[src/rtl/regfile_arb_pkg.sv]
// Shared types and constants for the register file arbiter.
// Optional macro REGFILE_ARB_RR_EN selects round-robin arbitration.
package regfile_arb_pkg;

    localparam int DW_DEF = 8;
    localparam int AW_DEF = 5;

    localparam int PORT_A = 0;
    localparam int PORT_B = 1;

    typedef enum logic [1:0] {
        IDLE,
        ADDR,
        XFER
    } state_t;

endpackage

[src/rtl/regfile_arbiter_rr_arb2.sv]
// Two-way arbiter: masked requests plus last-grant pointer in, one-hot grant out.
// REGFILE_ARB_RR_EN: round-robin; otherwise port A has fixed priority.
module rr_arb2
    import regfile_arb_pkg::*;
(
    input  logic [1:0] req,
    input  logic       last,
    output logic [1:0] grant
);

    // pick one requester; on contention favour the port not granted last
    always_comb begin
        grant = '0;
        if (req[PORT_A] && req[PORT_B]) begin
`ifdef REGFILE_ARB_RR_EN
            if (last == 1'(PORT_B)) grant[PORT_A] = 1'b1;
            else                    grant[PORT_B] = 1'b1;
`else
            grant[PORT_A] = 1'b1;
`endif
        end else if (req[PORT_A]) begin
            grant[PORT_A] = 1'b1;
        end else if (req[PORT_B]) begin
            grant[PORT_B] = 1'b1;
        end
    end

endmodule

[src/rtl/regfile_arbiter.sv]
// Shares the 32x8 register file between ports A and B, sequencing each op.
// Optional macro REGFILE_ARB_RR_EN enables round-robin arbitration.
module regfile_arbiter
    import regfile_arb_pkg::*;
#(
    parameter int DW = DW_DEF,
    parameter int AW = AW_DEF
) (
    input  logic          clk,
    input  logic          rst_n,
    input  logic          req_a,
    input  logic          we_a,
    input  logic [AW-1:0] addr_a,
    input  logic [DW-1:0] wdata_a,
    input  logic          req_b,
    input  logic          we_b,
    input  logic [AW-1:0] addr_b,
    input  logic [DW-1:0] wdata_b,
    output logic          ack_a,
    output logic          ack_b,
    output logic [DW-1:0] rdata,
    output logic          f_we,
    output logic [AW-1:0] fsel,
    output logic [DW-1:0] fin,
    input  logic [DW-1:0] regfile_out
);

    state_t        state;
    logic          op_port;
    logic          op_we;
    logic [DW-1:0] op_wdata;
    logic          last;
    logic [1:0]    req_m;
    logic [1:0]    grant;

    // a port still holds req during its ack cycle, so keep it out of that round
    assign req_m = {req_b & ~ack_b, req_a & ~ack_a};

    rr_arb2 u_arb (
        .req   (req_m),
        .last  (last),
        .grant (grant)
    );

    // sequencer: f_we drops only in XFER of a write, every output registered
    always_ff @(posedge clk or negedge rst_n) begin
        if (!rst_n) begin
            state    <= IDLE;
            f_we     <= 1'b1;
            fsel     <= '0;
            fin      <= '0;
            ack_a    <= 1'b0;
            ack_b    <= 1'b0;
            rdata    <= '0;
            last     <= 1'(PORT_B);
            op_port  <= 1'b0;
            op_we    <= 1'b0;
            op_wdata <= '0;
        end else begin
            ack_a <= 1'b0;
            ack_b <= 1'b0;
            unique case (state)
                IDLE: begin
                    if (|grant) begin
                        state    <= ADDR;
                        op_port  <= grant[PORT_B];
                        last     <= grant[PORT_B];
                        op_we    <= grant[PORT_B] ? we_b    : we_a;
                        op_wdata <= grant[PORT_B] ? wdata_b : wdata_a;
                        fsel     <= grant[PORT_B] ? addr_b  : addr_a;
                    end
                end
                ADDR: begin
                    state <= XFER;
                    if (op_we) begin
                        f_we <= 1'b0;
                        fin  <= op_wdata;
                    end
                end
                XFER: begin
                    state <= IDLE;
                    f_we  <= 1'b1;
                    fin   <= '0;
                    if (op_port) ack_b <= 1'b1;
                    else         ack_a <= 1'b1;
                    if (!op_we) rdata <= regfile_out;
                end
                default: state <= IDLE;
            endcase
        end
    end

endmodule

[config.mk]
export PLATFORM = sky130hd
export DESIGN_NAME = regfile_arbiter
export DESIGN_NICKNAME = d
export VERILOG_FILES = /design/src/rtl/regfile_arb_pkg.sv /design/src/rtl/regfile_arbiter_rr_arb2.sv /design/src/rtl/regfile_arbiter.sv
export SDC_FILE = /design/constraint.sdc
export NUM_CORES = 1
export LEC_CHECK = 0
export CORE_ASPECT_RATIO = 0.5
export CORE_UTILIZATION = 40
export DETAILED_ROUTE_END_ITERATION = 7
export DONT_BUFFER_PORTS = 1
export HOLD_SLACK_MARGIN = 0.1
export PLACE_DENSITY = 0.55
export SLEW_MARGIN = 40
export SYNTH_ARGS = -nofsm -noshare
export SYNTH_HDL_FRONTEND = slang
export SYNTH_HIERARCHICAL = 1
export SYNTH_SLANG_ARGS = --single-unit
[constraint.sdc]
create_clock -name clk -period 1.6 [get_ports clk]
set_input_delay 0.48 -clock clk [delete_from_list [all_inputs] [get_ports clk]]
set_output_delay 0.48 -clock clk [all_outputs]
set_load 0.01 [all_outputs]
### Word-level counts from Yosys, hierarchy flattened

Index checks and enable logic that the tools add are counted.
W data, S select, Z words.

* eq/ne operators: 4
* multiplexer cells: 18
* bitwise operators: 5
* reduce and logical (&&, ||, !) cells: 7

Operator list (count)
* $mux W8: 2
* $pmux W8 S2: 1
* $mux W1: 11
* $reduce_and A2 Y1: 3
* $mux W5: 1
* $ne A2 B2 Y1 const B: 2
* $pmux W2 S2: 1
* $not A1 Y1: 3
* $and A1 B1 Y1: 2
* $eq A2 B1 Y1 const B: 1
* $eq A2 B2 Y1 const B: 1
* $logic_not A2 Y1: 1
* $mux W2: 1
* $pmux W1 S2: 1
* $reduce_bool A2 Y1: 1
* $reduce_or A2 Y1: 1
* $logic_and A1 B1 Y1: 1

* flip-flop bits (word level): 36
* input port bits: 40
* output and inout bits: 24
* logic and storage cells: 44

### Logic depth before layout (Yosys ltp)

Gate-level depths: netlist of run 1.

* word-level depth: 8
* mapped depth: 7
* gate-level depth less buffers: 4

### Hierarchy

Netlist of run 1, hierarchy kept.

By module, submodules not included
* regfile_arbiter: instances 1, cells each 126, area an instance 1669.1 µm², sequential area each 928.4 µm²
* rr_arb2: instances 1, cells each 2, area an instance 10.0 µm², sequential area each 0.0 µm²

### Worst setup path before layout of run 1

OpenSTA, ideal clock, no wires.

* kind: input to register
* start: in req_a
* end: reg fsel[2]
* data arrival time: 1669 ps
* required time: 1475 ps
* slack: -194 ps
* stages on the path: 6
* path buffers: 2
* cells stage by stage: nor2b_1 -> nor2b_1 -> buf_2 -> buf_2 -> mux2_2 -> mux2_4

* longest elaborated chain between the ends: 5
* elaborated cells between the ends (all ways): 9
* classes of those cells: mux (5); bitwise (1); reduce/logical (3)

RTL lines
* start, declared: line regfile_arbiter.sv:11 `input logic req_a,`
* $and A1 B1 Y1 *: line regfile_arbiter.sv:37 `assign req_m = {req_b & ~ack_b, req_a & ~ack_a};`
* $mux W1 or $logic_and A1 B1 Y1 (tied branches): line regfile_arbiter_rr_arb2.sv:21, regfile_arbiter_rr_arb2.sv:14
* $mux W1 *: line regfile_arbiter_rr_arb2.sv:14 `if (req[PORT_A] && req[PORT_B]) begin`
* net grant[1]: line regfile_arbiter.sv:34 `logic [1:0] grant;`
* $reduce_or A2 Y1: line regfile_arbiter.sv:64 `if (|grant) begin`
* $reduce_and A2 Y1 (no source line)
* end signal, assigned: line regfile_arbiter.sv:70 `fsel <= grant[PORT_B] ? addr_b : addr_a;`
* end, declared: line regfile_arbiter.sv:23 `output logic [AW-1:0] fsel,`

Mark *: on every way through the listed nets, which the timed path passes. The rest lies on a longest branch.
A chain may end at the register's enable or synchronous reset.

### Worst setup path after layout of run 1

* start: reg ack_b
* end: reg op_wdata[7]

* longest elaborated chain between the ends: 7
* elaborated cells between the ends (all ways): 10
* classes of those cells: mux (5); bitwise (2); reduce/logical (3)

RTL lines
* start, declared: line regfile_arbiter.sv:20 `output logic ack_b,`
* start signal, assigned: line regfile_arbiter.sv:53 `ack_b <= 1'b0;`
* start signal, assigned: line regfile_arbiter.sv:61 `ack_b <= 1'b0;`
* start signal, assigned: line regfile_arbiter.sv:84 `if (op_port) ack_b <= 1'b1;`
* $not A1 Y1 *: line regfile_arbiter.sv:37
* $and A1 B1 Y1 *: line regfile_arbiter.sv:37
* net req_m[1]: line regfile_arbiter.sv:33 `logic [1:0] req_m;`
* $mux W1: line regfile_arbiter_rr_arb2.sv:23 `end else if (req[PORT_B]) begin`
* $mux W1: line regfile_arbiter_rr_arb2.sv:21 `end else if (req[PORT_A]) begin`
* $mux W1 *: line regfile_arbiter_rr_arb2.sv:14
* net grant[1]: line regfile_arbiter.sv:34
* $reduce_or A2 Y1: line regfile_arbiter.sv:64
* $reduce_and A2 Y1 (no source line)
* end signal, assigned: line regfile_arbiter.sv:69 `op_wdata <= grant[PORT_B] ? wdata_b : wdata_a;`
* end, declared: line regfile_arbiter.sv:31 `logic [DW-1:0] op_wdata;`

Marks and branches as above.

==> reports/metrics.cfg, run 1 <==
[clock_tree]
cts_tree=yes
ctsLongestPathBuffers=2
clock_sinks=36
cts_made_buffers=5
root_buffer=clkbuf_8
path_clk_slew_ps=70
cts_max_level=2
clock_latency_ps=290

[place]
place.gp.congestion=0.6794
dp_slack_ps=-126.9
dp_hpwl_mm=2.215
portBuffers=0
dpl_cell_area_um2=1772

[sta]
setup_ws_ps=7.534
period_share=0.9953
layout_min_cycle_time_ps=1592
tightest_slew_ps=421.4
fmax_mhz=628.0
finClkSkew_ps=5.110
slew_viol_final=0
maxSlewHeadroom=0.7185
setup_tns_ps=0
hold_viol_final=0
setup_viol=0
whs_ps=342.3
rsz0062_at_grt=yes

[detailed_routing]
drt_wl_total_mm=3.295
via_per_inst=5.227
dr_total_vias=1014
first_iter_violations=58
ant_nets=0
drc=0
wl_per_cell_um=16.98
dr.pass1.iters=4

[synthesis]
avgSynthCellArea_um2=13.05
syn-cell-area_um2=1644
netlist_instances=126
synth_nets=166
synth_warnings=6

[floorplan]
die_x_um=92.67
rows=16
dieArea_um2=4386
initial_core_util=0.4190
coreArea_um2=3924
ios=64
die_h_um=47.34

[finish]
drive_gt1_frac=0.4357
n_fill_cell=367
fin_area_um2=1947
multi_input_area_um2=701.9
nets=179
area_delta_synth_final_pct=18.42
area.sequential_um2=902.1
diodes=0

[grt]
antenna_found_initial=0
grt_use_total=0.1516
busiest_layer=met2
grt_pass1_vias=956
grt_use_met2=0.2311
grt-ovfl-total=0
use_met3=0.05340
grtUsageMet1=0.2018
grt_pass1_wl_mm=4.650
grt_start_max_net_pins=37

[critical_path]
endpoint_kind=flop
required_ps=1770
crit_arrival_ps=1760
path_max_fanout=10
worstSetupPathType=flop to flop
start_kind=flop
rrSetupSlack_ps=8

[power]
p_per_area_nw_per_um2=1999
finalPower_mw=3.893
power.leakage_nw=0.8654
peakVddDrop_v=0.0008030

[job]
drv_cap=0

[status]
status=completed

[worst_hold_path]
hold_class=input port to flop

-- timing repair --
| item | 4_1_cts | 5_1_grt |
|---|---|---|
| resized for setup | 1 | 6 |
| setup endpoints to repair | 3 | 14 |
| hold buffers | 2 | 0 |
| gates cloned | 0 | 1 |
| endpoints found under the hold margin | 36 | 0 |
| setup buffers | 1 | 0 |
-- metal layers --
| layer | up-vias | part of all wire |
|---|---|---|
| met4 | 0 | 0.017 |
| li1 | 477 | - |
| met3 | 6 | 0.069 |
| met2 | 47 | 0.42 |
| met1 | 484 | 0.49 |
| met5 | - | 0 |
-- state kept, by name, summed over array words and instances (netlist names) --
register  count
ack_a         1
ack_b         1
f_we          1
fin           8
fsel          5
op_port       1
op_wdata      8
op_we         1
rdata         8
state         2
-- layout by cell type (no fill, tap or decap) --
| cell | n |
|---|---|
| dfrtp_1 | 35 |
| mux2_2 | 23 |
| mux2_4 | 13 |
| nand3_1 | 11 |
| nand2_1 | 10 |
| buf_4 | 10 |
| clkbuf_8 | 6 |
| a32oi_1 | 5 |
| nor2_1 | 4 |
| nor2b_1 | 3 |
| o211ai_1 | 3 |
| buf_12 | 3 |
| nand2b_1 | 2 |
| clkbuf_1 | 2 |
| nor2b_2 | 1 |
| inv_1 | 1 |
| o21a_2 | 1 |
| nor2_4 | 1 |
| a21oi_1 | 1 |
| a22o_1 | 1 |
| clkbuf_16 | 1 |
| dfstp_2 | 1 |
| dlygate4sd3_1 | 1 |
| buf_6 | 1 |
-- worst max-delay path, cell delays in order, from the launching register on --
cell and delay, ps:
dfrtp_1 380, nor2b_1 100, nor2b_1 130, buf_4 150
buf_12 130, mux2_2 340, mux2_4 250
-- through the flow --
step / utilization / instances
6_report: 0.4962 / 194
5_1_grt: 0.4962 / 194
4_1_cts: 0.4850 / 193
3_5_place_dp: 0.4515 / 182
3_3_place_gp: 0.4515 / 182
2_1_floorplan: - / 126
-- report_power, final --
group | total (mW) | internal [mW] | switching (mW) | leakage, nW
Clock | 0.659 | 0.351 | 0.308 | 0.0455
Combinational | 1.46 | 0.858 | 0.601 | 0.380
Sequential | 1.77 | 1.34 | 0.435 | 0.440
Total | 3.89 | 2.55 | 1.34 | 0.865
-- cell type report --
class | instances | area share
Multi-Input combinational cell | 79 | 0.3605
Sequential cell | 36 | 0.4634
Inverter | 1 | 0.001928
Tap cell | 54 | 0.03470
Timing Repair Buffer | 16 | 0.09319
Clock buffer | 8 | 0.04627
-- worst paths after layout --
kind / to / start / cells past startpoint
min: rdata[1] / regfile_out[1] / 1
max: op_wdata[7] / ack_b / 6
min reg2reg: ack_a / op_port / 1
max reg2reg: op_wdata[7] / ack_b / 6
max in group asynchronous: f_we / rst_n / 2
min in group asynchronous: fsel[0] / rst_n / 2
Power figures use the tool's default switching activity.
==> inputs of run 2 (changes only) <==
--- a/config.mk
+++ b/config.mk
@@ -6,11 +6,11 @@
 export NUM_CORES = 1
 export LEC_CHECK = 0
 export CORE_ASPECT_RATIO = 0.5
-export CORE_UTILIZATION = 40
+export CORE_UTILIZATION = 35
 export DETAILED_ROUTE_END_ITERATION = 7
 export DONT_BUFFER_PORTS = 1
 export HOLD_SLACK_MARGIN = 0.1
-export PLACE_DENSITY = 0.55
+export PLACE_DENSITY = 0.5
 export SLEW_MARGIN = 40
 export SYNTH_ARGS = -nofsm -noshare
 export SYNTH_HDL_FRONTEND = slang
==> run 2 against run 1 <==
Compared with the run above:
- wire length up 2.2%
- worst hold slack worse by 0.71 ps
- non-clock buffer count decreased by 1
- clock skew increased by 1.3 ps
==> reports/metrics.cfg, run 2 (same netlist as run 1, synthesis figures left out) <==
[status]
status=completed  ; unchanged

[sta]
slew_viol_final=0  ; unchanged
maxSlewHeadroom=0.7198  ; was 0.7185
fmax_mhz=637.9  ; was 628.0 MHz
finClkSkew_ps=6.427  ; was 5.110 ps
layout_min_cycle_time_ps=1568  ; was 1592 ps
setup_viol=0  ; unchanged
whs_ps=341.6  ; was 342.3 ps
tightest_slew_ps=419.4  ; was 421.4 ps
rsz0062_at_grt=yes  ; unchanged
hold_viol_final=0  ; unchanged
period_share=0.9797  ; was 0.9953

[finish]
n_fill_cell=397  ; was 367
nets=178  ; was 179
diodes=0  ; unchanged
area_delta_synth_final_pct=20.47  ; was 18.42%
multi_input_area_um2=757.0  ; was 701.9 um2
final_common_cell=dfrtp_1  ; unchanged
largest_registers=fin: 8 flops, op_wdata: 8 flops, rdata: 8 flops  ; unchanged
drive_gt1_frac=0.4388  ; was 0.4357
final_cell_mix=35 x dfrtp_1, 26 x mux2_4, 11 x nand3_1  ; was 35 x dfrtp_1, 23 x mux2_2, 13 x mux2_4
area.sequential_um2=902.1  ; unchanged
instances_no_fill=196  ; was 194

[detailed_routing]
wl_per_cell_um=17.19  ; was 16.98 um
drt_wl_total_mm=3.369  ; was 3.295 mm
ant_nets=0  ; unchanged
via_per_inst=5.133  ; was 5.227
first_iter_violations=54  ; was 58
drc=0  ; unchanged
dr.pass1.iters=4  ; unchanged
dr_total_vias=1006  ; was 1014

[critical_path]
path_max_fanout=6  ; was 10
cpPeakStageDelay_ps=380  ; about the same
worstPathCellList=nor2b_1, nor2b_4, buf_6, mux2_4, mux2_4  ; was nor2b_1, nor2b_1, buf_4, buf_12, mux2_2, mux2_4
required_ps=1770  ; about the same
rrSetupSlack_ps=30  ; was 8 ps
endpoint_kind=flop  ; unchanged
cp.depth=5  ; was 6
rr_startpoint=ack_b  ; unchanged
worst_r2r_endpoint=op_wdata[3]  ; was op_wdata[7]
worstSetupPathType=flop to flop  ; unchanged
path_buf_inv=1  ; was 2
reg2regPathDepth=5  ; was 6
crit_arrival_ps=1730  ; was 1760 ps
cp_slowest_cell=dfrtp_1  ; unchanged
critical-path-top-delay-family=multiplexers  ; unchanged
cp_common_cell=mux2_4  ; was nor2b_1
start_kind=flop  ; unchanged

[grt]
antenna_found_initial=0  ; unchanged
grt-ovfl-total=0  ; unchanged
grt_use_total=0.1400  ; was 0.1516
grt_pass1_wl_mm=5.223  ; was 4.650 mm
grt_start_max_net_pins=37  ; unchanged
grt_pass1_vias=1045  ; was 956

[place]
dp_hpwl_mm=2.213  ; was 2.215 mm
placed_cells=185  ; was 182
portBuffers=0  ; unchanged
place.gp.congestion=0.6849  ; was 0.6794

[power]
p_comb_frac=0.364  ; was 0.375
p_sw_frac=0.3391  ; was 0.3454
p_per_area_nw_per_um2=2019  ; was 1999 nW/um2
peakVddDrop_v=0.0006608  ; was 0.0008030 V
clockPowerShare=0.196  ; was 0.169
power.leakage_nw=0.9118  ; was 0.8654 nW
p_int_mw=2.642  ; was 2.548 mW
power_frac_seq=0.441  ; was 0.456
netSwitchingPower_mw=1.356  ; was 1.345 mW

[clock_tree]
clock_sinks=36  ; unchanged
path_clk_slew_ps=70  ; about the same
cts_tree=yes  ; unchanged
root_buffer=clkbuf_8  ; unchanged
cts_made_buffers=5  ; unchanged
ctsLongestPathBuffers=2  ; unchanged
postCtsSetupBuffers=0  ; was 1
cts_max_level=2  ; unchanged
clock_latency_ps=280  ; was 290 ps

[floorplan]
die_x_um=98.93  ; was 92.67 um
rows=17  ; was 16
initial_core_util=0.3698  ; was 0.4190
ios=64  ; unchanged
dieArea_um2=4992  ; was 4386 um2
die_h_um=50.47  ; was 47.34 um
coreArea_um2=4446  ; was 3924 um2

[worst_hold_path]
hold_class=input port to flop  ; unchanged
whs_path_depth=1  ; unchanged
hold-path-endpoint=rdata[6]  ; was rdata[1]
hold_start=regfile_out[6]  ; was regfile_out[1]

[job]
drv_cap=0  ; unchanged

-- run 2: timing repair --
action	CTS	global route
setup endpoints to repair	14	14
pin swaps	0	0
hold buffers	2	0
endpoints found under the hold margin	36	0
gates cloned	0	1
resized for setup	3	21
-- run 2: power by group through the flow --
stage / logic (mW) / clock network [mW] / registers [mW]
3_3_place_gp: 1.27 / 0 / 1.77
6_report: 1.45 / 0.783 / 1.76
4_1_cts: 1.35 / 0.815 / 1.76
2_1_floorplan: 1.08 / 0 / 1.69
3_5_place_dp: 1.30 / 0 / 1.78
5_1_grt: 1.59 / 0.851 / 1.82
-- run 2: worst max-delay path by stage --
| stage | from | endpoint | slack [ps] |
|---|---|---|---|
| 6_report | ack_b | op_wdata[3] | 30 |
| 5_1_grt | ack_b | op_wdata[3] | -30 |
| 3_3_place_gp | req_b | op_wdata[2] | -180 |
| 3_5_place_dp | req_a | fsel[2] | -220 |
| 4_1_cts | ack_a | fsel[2] | 10 |
| 2_1_floorplan | req_b | fsel[1] | -100 |
-- run 2: worst reg2reg max path, cell delays in order, from the launching register on --
cell	delay, ps
dfrtp_1	380
nor2b_1	110
nor2b_4	230
buf_6	170
mux2_4	310
mux2_4	260
-- run 2: final cells by class --
type	instances	area share
Tap cell	57	0.03601
Inverter	1	0.001895
Sequential cell	36	0.4555
Clock inverter	2	0.01769
Clock buffer	6	0.03664
Multi-Input combinational cell	79	0.3822
Timing Repair Buffer	15	0.07012
-- run 2: routing by layer --
layer,vias up,global-route usage,part of all wire
li1,469,-,-
met1,491,0.1988,0.52
met2,44,0.1958,0.40
met3,2,0.05014,0.071
met4,0,0.04726,0.0042
met5,-,0,0
-- run 2: metrics by stage --
step	setup slack, ps	total power [mW]	cell area (um2)	utilization	TNS (ps)
2_1_floorplan	-101.9	2.765	1657	-	-917.4
3_3_place_gp	-179.7	3.042	1750	0.3938	-2265
3_5_place_dp	-215.5	3.072	1750	0.3938	-2659
4_1_cts	14.61	3.922	1899	0.4272	0
5_1_grt	-30.54	4.259	1981	0.4455	-280.6
6_report	32.44	3.998	1981	0.4455	0
==> RTL change: new RTL, settings of run 1 <==
Change the package constant `DW_DEF` from 8 to 10.
--- a/src/rtl/regfile_arb_pkg.sv
+++ b/src/rtl/regfile_arb_pkg.sv
@@ -2,7 +2,7 @@
 // Optional macro REGFILE_ARB_RR_EN selects round-robin arbitration.
 package regfile_arb_pkg;
 
-    localparam int DW_DEF = 8;
+    localparam int DW_DEF = 10;
     localparam int AW_DEF = 5;
 
     localparam int PORT_A = 0;
Interface: changed (5 resized); port bits go from 64 to 74. The function was not compared with the original's and may differ.
==> RTL change against run 1 <==
  * Routed wire length is 8.0% higher
  * Sequential cell count is 6 higher
  * Total power up 12%
  * Maximum frequency down 0.44%
  * Synthesized area grew 20%
  * Sequential power rose by 16%
  * First-iteration DRC count down 3.4%
  * Setup slack lost 0.0070 ns
  * Critical path depth is 1 lower
  * Final area grew 14%
  * Non-clock buffer count down 3
  * Clock power is 5.3% higher
  * Die area increased by 19%
==> RTL change: results (changes against run 1) <==
stage,metric,value,unit,change
global_routing,largest_net_degree_at_the_start_of_global_routing,43,,+16%
global_routing,grt.met3_usage,0.0578,,+0.00440
place,hpwlAfterDp,2510,µm,+13%
global_routing,grt_use_met2,0.204,,-0.0270
global_routing,grt_first_pass_wirelength,5510,µm,+19%
pwr,power_leakage,0.981,nW,+13%
place,gp_routability_congestion,0.711,,+4.7%
drt,first_iter_violations,56,,-3.4%
global_routing,global_route.usage.total,0.146,,-0.00530
global_routing,first_global_vias,1037,,+8.5%
pwr,peakVddDrop,0.570,mV,-29%
setup_path,path_max_fanout,14,,+4
layout,fin_nets,202,,+13%
worst_hold_path,hold_path_end,rdata[2],,
pwr,pwr.group.sequential,2.06,mW,+16%
drt,vias,1142,,+13%
status,run_status,"complete, no violations",,
drt,wl_met3,305,µm,+34%
drt,total_wirelength_of_the_detailed_routed_design,3560,µm,+8.0%
timing,fin_skew,0.00638,ns,+0.00127 ns
global_routing,grt_util_met1,0.202,,-0.000279
setup_path,rr_endpoint,op_wdata[0],,
timing,relSlewSlack,0.686,,-0.0324
setup_path,ff2ff_path_depth,5,,-1
layout,largestRegisters,"fin (10), op_wdata (10), rdata (10)",,
synthesis,synth_nets,194,,+17%
drt,m1WireLength,1790,µm,+9.8%
pwr,power_dissipated_in_combinational_cells,1.60,mW,+9.6%
RTL change: cell types whose count changed in the layout (fill, tap and decap cells not counted), moves of 2 or more:
cell | before | now
nand2_1 | 10 | 12
dfrtp_1 | 35 | 41
o211ai_1 | 3 | 5
mux2_4 | 13 | 18
nand3_1 | 11 | 15
RTL change: how the worst max path moves through the flow:
| stage | cells past startpoint | start | to | slack [ns] |
|---|---|---|---|---|
| global route | 5 | ack_b | fsel[4] | -0.07 |
| finish | 5 | ack_b | op_wdata[0] | 0.0006 |
| detailed placement | 5 | req_a | op_wdata[0] | -0.16 |
| floorplan | 7 | req_b | op_wdata[0] | -0.1 |
| CTS | 5 | ack_b | fsel[3] | 0.004 |
| global placement | 5 | req_a | op_wdata[0] | -0.16 |
RTL change: metrics by stage:
step                utilization  setup slack [ns]  total power [mW]  hold slack, ns  instances
floorplan                     -           -0.0954              3.35           0.184        148
global placement          0.460            -0.164              3.64           0.185        213
detailed placement        0.460            -0.156              3.67           0.185        213
CTS                       0.488           0.00398              4.41           0.331        223
global route              0.489           -0.0672              4.66           0.317        223
finish                    0.489          0.000573              4.35           0.339        223
RTL change: worst register-to-register path, stage by stage (launching register included):
cell	delay, ns
dfrtp_1	0.39
nor2b_1	0.12
nor2b_4	0.21
buf_12	0.17
mux2_2	0.35
mux2_4	0.25
RTL change: final cells by class:
| cell class | count | area (µm²) |
|---|---|---|
| inverter | 1 | 3.75 |
| tap | 66 | 82.6 |
| fill | 429 | 2320 |
| sequential | 42 | 1050 |
| multi-input combinational | 93 | 861 |
| clock buffer | 8 | 90.1 |
| timing repair buffer | 13 | 138 |
RTL change: timing repair:
item	in CTS	in global routing
endpoints found under the setup margin	16	16
endpoints found under the hold margin	42	0
resized for setup	2	1
setup buffers	0	0
hold buffers	2	0
